<file path="src/rtl/pipe_ex_mdu.sv">
// pipe_ex_mdu
// Iterative multiply/divide unit sitting in the EX stage. It takes the rs/rt
// operands and the MDU opcode from the D/E register, owns the HI/LO registers,
// and holds the front end with 'stall' until the result has been written.
// Supported operations: mult, multu, div, divu (via estart/eop), mthi, mtlo.
//
// Ports
//   clock   in  1      rising-edge clock
//   reset   in  1      asynchronous active-high reset
//   estart  in  1      EX instruction is an MDU op (held while stall is high)
//   eop     in  2      00 mult, 01 multu, 10 div, 11 divu
//   ea      in  WIDTH  rs operand (dividend / multiplicand, mthi/mtlo data)
//   eb      in  WIDTH  rt operand (divisor / multiplier)
//   eflush  in  1      kill the EX instruction, abort any running operation
//   ehiwe   in  1      mthi: hi <= ea
//   elowe   in  1      mtlo: lo <= ea
//   stall   out 1      hold PC, F/D and D/E registers
//   done    out 1      one-cycle pulse, HI/LO hold the new result
//   hi      out WIDTH  HI register
//   lo      out WIDTH  LO register

module pipe_ex_mdu #(
  parameter int WIDTH = 32
) (
  input  logic             clock,
  input  logic             reset,
  input  logic             estart,
  input  logic [1:0]       eop,
  input  logic [WIDTH-1:0] ea,
  input  logic [WIDTH-1:0] eb,
  input  logic             eflush,
  input  logic             ehiwe,
  input  logic             elowe,
  output logic             stall,
  output logic             done,
  output logic [WIDTH-1:0] hi,
  output logic [WIDTH-1:0] lo
);

  localparam int CW = $clog2(WIDTH);
  localparam logic [CW-1:0] LAST = CW'(WIDTH - 1);

  typedef enum logic [1:0] {
    IDLE,
    RUN,
    FIX
  } state_t;

  state_t             state_q;
  logic [CW-1:0]      cnt_q;
  logic [1:0]         op_q;
  logic               sa_q;
  logic               sb_q;
  logic [WIDTH-1:0]   eaRaw_q;
  logic [2*WIDTH-1:0] prod_q;
  logic [2*WIDTH-1:0] mcand_q;
  logic [WIDTH:0]     mplier_q;
  logic [WIDTH:0]     rem_q;
  logic [WIDTH:0]     divisor_q;
  logic [WIDTH-1:0]   quot_q;
  logic               done_q;
  logic [WIDTH-1:0]   hi_q;
  logic [WIDTH-1:0]   lo_q;

  logic               signedOp;
  logic               saIn;
  logic               sbIn;
  logic [WIDTH:0]     aMag;
  logic [WIDTH:0]     bMag;
  logic               start;
  logic [WIDTH+1:0]   divShift;
  logic [WIDTH+1:0]   divDiff;
  logic               divGe;
  logic [2*WIDTH-1:0] prod_d;
  logic [WIDTH:0]     rem_d;
  logic [WIDTH-1:0]   quot_d;
  logic [2*WIDTH-1:0] prodFix;
  logic [WIDTH-1:0]   quotFix;
  logic [WIDTH:0]     remFix;
  logic [WIDTH-1:0]   hiFix_d;
  logic [WIDTH-1:0]   loFix_d;

  // Operand magnitudes are WIDTH+1 bits wide so that the most negative value
  // has an exact magnitude. Unsigned ops pass the raw operands through.
  always_comb begin
    signedOp = ~eop[0];
    saIn     = signedOp & ea[WIDTH-1];
    sbIn     = signedOp & eb[WIDTH-1];
    aMag     = saIn ? -{ea[WIDTH-1], ea} : {1'b0, ea};
    bMag     = sbIn ? -{eb[WIDTH-1], eb} : {1'b0, eb};
    start    = (state_q == IDLE) & estart & ~done_q & ~eflush;
  end

  // One iteration of both datapaths. Multiply adds the shifted multiplicand
  // when the current multiplier bit is set; divide is a restoring step that
  // shifts the next dividend bit into the partial remainder. Both advance
  // every RUN cycle and the FIX stage picks whichever matches the opcode.
  always_comb begin
    prod_d   = mplier_q[0] ? (prod_q + mcand_q) : prod_q;
    divShift = {rem_q, quot_q[WIDTH-1]};
    divGe    = divShift >= {1'b0, divisor_q};
    divDiff  = divShift - {1'b0, divisor_q};
    rem_d    = divGe ? (WIDTH+1)'(divDiff) : (WIDTH+1)'(divShift);
    quot_d   = {quot_q[WIDTH-2:0], divGe};
  end

  // Sign correction and HI/LO selection for the FIX cycle. A zero divisor
  // leaves an all-ones quotient and returns the original dividend as HI.
  // The most-negative / -1 case wraps through the negation without a trap.
  always_comb begin
    prodFix = (sa_q ^ sb_q) ? -prod_q : prod_q;
    quotFix = (sa_q ^ sb_q) ? -quot_q : quot_q;
    remFix  = sa_q ? -rem_q : rem_q;
    if (!op_q[1]) begin
      hiFix_d = prodFix[2*WIDTH-1:WIDTH];
      loFix_d = prodFix[WIDTH-1:0];
    end else if (divisor_q == '0) begin
      hiFix_d = eaRaw_q;
      loFix_d = '1;
    end else begin
      hiFix_d = WIDTH'(remFix);
      loFix_d = quotFix;
    end
  end

  // Control FSM with HI/LO and done registered alongside it. A flush returns
  // to IDLE from any state without touching HI/LO; mthi/mtlo only land while
  // IDLE because the stall holds them in the pipeline otherwise.
  always_ff @(posedge clock or posedge reset) begin
    if (reset) begin
      state_q   <= IDLE;
      cnt_q     <= '0;
      op_q      <= '0;
      sa_q      <= 1'b0;
      sb_q      <= 1'b0;
      eaRaw_q   <= '0;
      prod_q    <= '0;
      mcand_q   <= '0;
      mplier_q  <= '0;
      rem_q     <= '0;
      divisor_q <= '0;
      quot_q    <= '0;
      done_q    <= 1'b0;
      hi_q      <= '0;
      lo_q      <= '0;
    end else begin
      done_q <= 1'b0;
      if (eflush) begin
        state_q <= IDLE;
      end else begin
        case (state_q)
          IDLE: begin
            if (ehiwe) hi_q <= ea;
            if (elowe) lo_q <= ea;
            if (start) begin
              state_q   <= RUN;
              cnt_q     <= '0;
              op_q      <= eop;
              sa_q      <= saIn;
              sb_q      <= sbIn;
              eaRaw_q   <= ea;
              prod_q    <= '0;
              mcand_q   <= {{(WIDTH-1){1'b0}}, aMag};
              mplier_q  <= bMag;
              rem_q     <= '0;
              divisor_q <= bMag;
              quot_q    <= aMag[WIDTH-1:0];
            end
          end
          RUN: begin
            prod_q   <= prod_d;
            mcand_q  <= mcand_q << 1;
            mplier_q <= mplier_q >> 1;
            rem_q    <= rem_d;
            quot_q   <= quot_d;
            cnt_q    <= cnt_q + 1'b1;
            if (cnt_q == LAST) state_q <= FIX;
          end
          FIX: begin
            hi_q    <= hiFix_d;
            lo_q    <= loFix_d;
            done_q  <= 1'b1;
            state_q <= IDLE;
          end
          default: state_q <= IDLE;
        endcase
      end
    end
  end

  // In the done cycle the still-presented instruction is allowed to retire
  // rather than being started a second time.
  assign stall = ((state_q != IDLE) | (estart & ~done_q)) & ~eflush & ~reset;
  assign done  = done_q;
  assign hi    = hi_q;
  assign lo    = lo_q;

endmodule

</file>
<file path="config.mk">
export PLATFORM = sky130hd
export DESIGN_NAME = pipe_ex_mdu
export DESIGN_NICKNAME = d
export VERILOG_FILES = /design/src/rtl/pipe_ex_mdu.sv
export SDC_FILE = /design/constraint.sdc
export NUM_CORES = 1
export LEC_CHECK = 0
export CORE_ASPECT_RATIO = 0.7
export CORE_MARGIN = 5
export CORE_UTILIZATION = 35
export CTS_BUF_LIST = sky130_fd_sc_hd__clkbuf_4 sky130_fd_sc_hd__clkbuf_8 sky130_fd_sc_hd__clkbuf_16
export DETAILED_ROUTE_END_ITERATION = 8
export PLACE_DENSITY = 0.54
export SLEW_MARGIN = 20
export SYNTH_ARGS = -nofsm -noshare
export SYNTH_HDL_FRONTEND = slang
export SYNTH_SLANG_ARGS = --single-unit
</file>
<file path="constraint.sdc">
create_clock -name clock -period 13.05 [get_ports clock]
set_input_delay 2.61 -clock clock [delete_from_list [all_inputs] [get_ports clock]]
set_output_delay 2.61 -clock clock [all_outputs]
set_load 0.1 [all_outputs]
</file>
==> metrics.txt <==
Distinct cells, synth between 70 and 80; Seq cells post-synth between 300 and 400; Hold Crit Class register to register; clock tree from TritonCTS done; Post-Route WL between 80 and 90 mm; routed wl met3 approximately 8.9 mm; global-route wire length before repair between 100 and 150 mm; Worst Setup End Kind primary output; layout cells sized above 1 0.0477; slowest cell delay on critical path roughly 1.2 ns; worst reg-to-reg setup slack approximately 7.8 ns; fill count around 6900; post-DR wirelength/cell around 22 um; via density per instance between 5 and 6; final hold vios 0; Syn Nets roughly 3000; post-DP HPWL around 64 mm; Ys Warns 0; clk_lat worst skew approximately 0.6 ns; nets@finish approximately 3100; Critical Path RT roughly 10 ns; Crit path arrival time between 4 and 5 ns; Worst IR Drop VDD about 0.1 mV; top layer in use met5; cell area after synthesis approximately 0.024 mm2; CTS-repair resized insts 0; worst slew pin tran 1.15 ns; DIE AREA 0.0752 mm2; initial antenna violation count 6; GPL Wtd Cong about 0.92; vias in the first global route ~22000; Leak between 10 and 15 nW; Setup Crit Path Kind input pin to primary output; Multi-input gate area 0.0143 mm2; sequential element share of the synthesized area 0.375; setup TNS 0 ns; DR DRC count 0; Worst Skew 0.0368 ns; clock sink total 366; I/O pin count between 100 and 150; area grow syn2layout 15.0%; slowest CP cell clkdlybuf4s50_1; Fmax around 130 MHz; routed wl met2 between 30 and 40 mm; CP cell instances clkdlybuf4s50_1, nor2b_1, nor3_1, nor3_1, clkdlybuf4s50_1; initial core utilization 0.351; Post-Syn Instances 2878; grt ovf 0; final clock period utilization by the worst path 0.580; PortBufs 137; TritonCTS buffer count 42; First-pass DRT Iterations 5; outcome finished, final reports clean; r2r endpoint quot_q[0]$_DFFE_PP0P_; DR vias ~23000; GRT Util Overall 0.222; pwr/cell area ~200 mW/mm2; hold_sp eaRaw_q[5]$_DFFE_PP0P_; Slew headroom 0.235; WHS roughly 0.47 ns; largest net degree at the start of global routing around 170; Main synth FF type dfrtp_1; reg2reg path depth 16; post-CTS setup buffers 0; max cap viols 0; post-layout min period between 7 and 8 ns; Met1 Routed Length between 40 and 50 mm; Hold Path End eaRaw_q[5]$_DFFE_PP0P_; cell row count 81; H-Tree Depth 2; Routed Antenna Nets 0; register area 0.00916 mm2; Hold Crit Depth 2; root buffer cell clkbuf_16; crit-path max FO 5; Max clock buf depth 3; clock-pin slew on the worst setup and hold paths 0.06 ns; Startpoint Class input pin; Critical R2R Launch quot_q[31]$_DFFE_PP0P_; Die Y between 200 and 250 um; core area 0.0695 mm2; Avg Inst Size Synth between 8 and 9 um2; Async S/R FF share, synth 1.00; number of DRC markers in iteration 0 2346; RSZ-0062 raised after global routing no; Final setup viols 0; # hold bufs at CTS 0; EDFF count, synth 0; Die Width around 330 um; max-slew violation count 0; Util after Layout 0.404
worst max-delay path by stage:
stage                 from                   end  slack, ns  depth (start not counted)
CTS                 estart                 stall       5.49                          5
floorplan            reset  cnt_q[0]$_DFFE_PP0P_       0.28                          1
detailed placement  estart                 stall       5.48                          5
global placement    estart                 stall       5.48                          5
finish              estart                 stall       5.49                          5
global route        estart                 stall       5.44                          5
cells in the mapped netlist (21+ instances only):
library cell  number  share of area
dfrtp_1          366           0.38
nand2_1          365          0.056
o21ai_0          288          0.059
a21oi_1          270          0.055
nor2_1           211          0.032
clkbuf_1         153          0.024
xnor2_1          142          0.051
xor2_1           115          0.041
ha_1             103          0.053
inv_1             96          0.015
a22o_1            85          0.031
a21o_1            58          0.018
a221o_1           56          0.023
nor3_1            42         0.0086
o31ai_1           33          0.010
nor4_1            32         0.0082
a211oi_1          30         0.0092
mux2i_1           29          0.012
nand4_1           27         0.0069
or3_1             27         0.0069
a221oi_1          25         0.0090
nand3_1           23         0.0047
o41ai_1           22         0.0079
o21bai_1          21         0.0065
sequential cells by signal, summed over array words and instances, names as in the netlist, 2 cells and up:
| signal | flops |
|---|---|
| cnt_q | 5 |
| divisor_q | 33 |
| eaRaw_q | 32 |
| hi | 32 |
| lo | 32 |
| mcand_q | 64 |
| mplier_q | 33 |
| prod_q | 64 |
| quot_q | 32 |
| rem_q | 33 |
| state_q | 2 |
where the power goes:
| group | switching [mW] | internal [mW] | total, mW |
|---|---|---|---|
| sequential | 0.306 | 1.36 | 1.66 |
| combinational | 1.63 | 0.937 | 2.57 |
| clock | 0.515 | 0.772 | 1.29 |
area by class of cell:
class	instances	share of cell area
Multi-Input combinational cell	2234	0.509
Sequential cell	366	0.326
Timing Repair Buffer	164	0.0565
Clock buffer	63	0.0463
Tap cell	913	0.0407
Inverter	96	0.0131
Clock inverter	15	0.00726
Antenna cell	5	0.000446
routing by layer:
metal / track usage / up-vias
li1: - / 10517
met2: 0.290 / 933
met5: 0.0134 / -
met4: 0.0575 / 2
met1: 0.348 / 11117
met3: 0.0648 / 120
critical path, delay by kind of cell:
family,cells,cell delay (ns)
buffers and inverters,2,1.61
AND/OR/NAND/NOR,3,0.72
cells in the final DEF (no fill, tap or decap), types with 22 or more instances in the layout:
| master | instances |
|---|---|
| a211oi_1 | 30 |
| a21o_1 | 58 |
| a21oi_1 | 270 |
| a221o_1 | 56 |
| a221oi_1 | 25 |
| a22o_1 | 85 |
| buf_4 | 26 |
| clkbuf_16 | 43 |
| clkdlybuf4s50_1 | 137 |
| dfrtp_1 | 365 |
| ha_1 | 103 |
| inv_1 | 95 |
| mux2i_1 | 29 |
| nand2_1 | 364 |
| nand3_1 | 22 |
| nand4_1 | 27 |
| nor2_1 | 209 |
| nor3_1 | 42 |
| nor4_1 | 32 |
| o21ai_0 | 287 |
| o31ai_1 | 33 |
| o41ai_1 | 22 |
| or3_1 | 27 |
| xnor2_1 | 141 |
| xor2_1 | 114 |
through the flow:
stage | power [mW] | worst slack, ns | instances | instance area [um2]
3_5_place_dp | 4.20 | 5.48 | 3773 | 26600
4_1_cts | 5.51 | 5.49 | 3851 | 28100
2_1_floorplan | 3.49 | 0.280 | 2878 | 24400
5_1_grt | 5.86 | 5.44 | 3851 | 28100
6_report | 5.52 | 5.49 | 3856 | 28100
3_3_place_gp | 4.15 | 5.48 | 3773 | 26600
kinds of logic (layout without fill, tap and decap cells):
logic type	Yosys count	count (layout)	share of synthesized area
compound gates	1015	1015	0.269
simple gates	828	828	0.153
flops	366	366	0.375
buf+inv	278	338	0.0434
xor+xnor	257	257	0.0922
fa+ha+maj	105	105	0.0544
mux	29	29	0.0119
other cells	0	5	0
(Power assumes the default switching activity.)
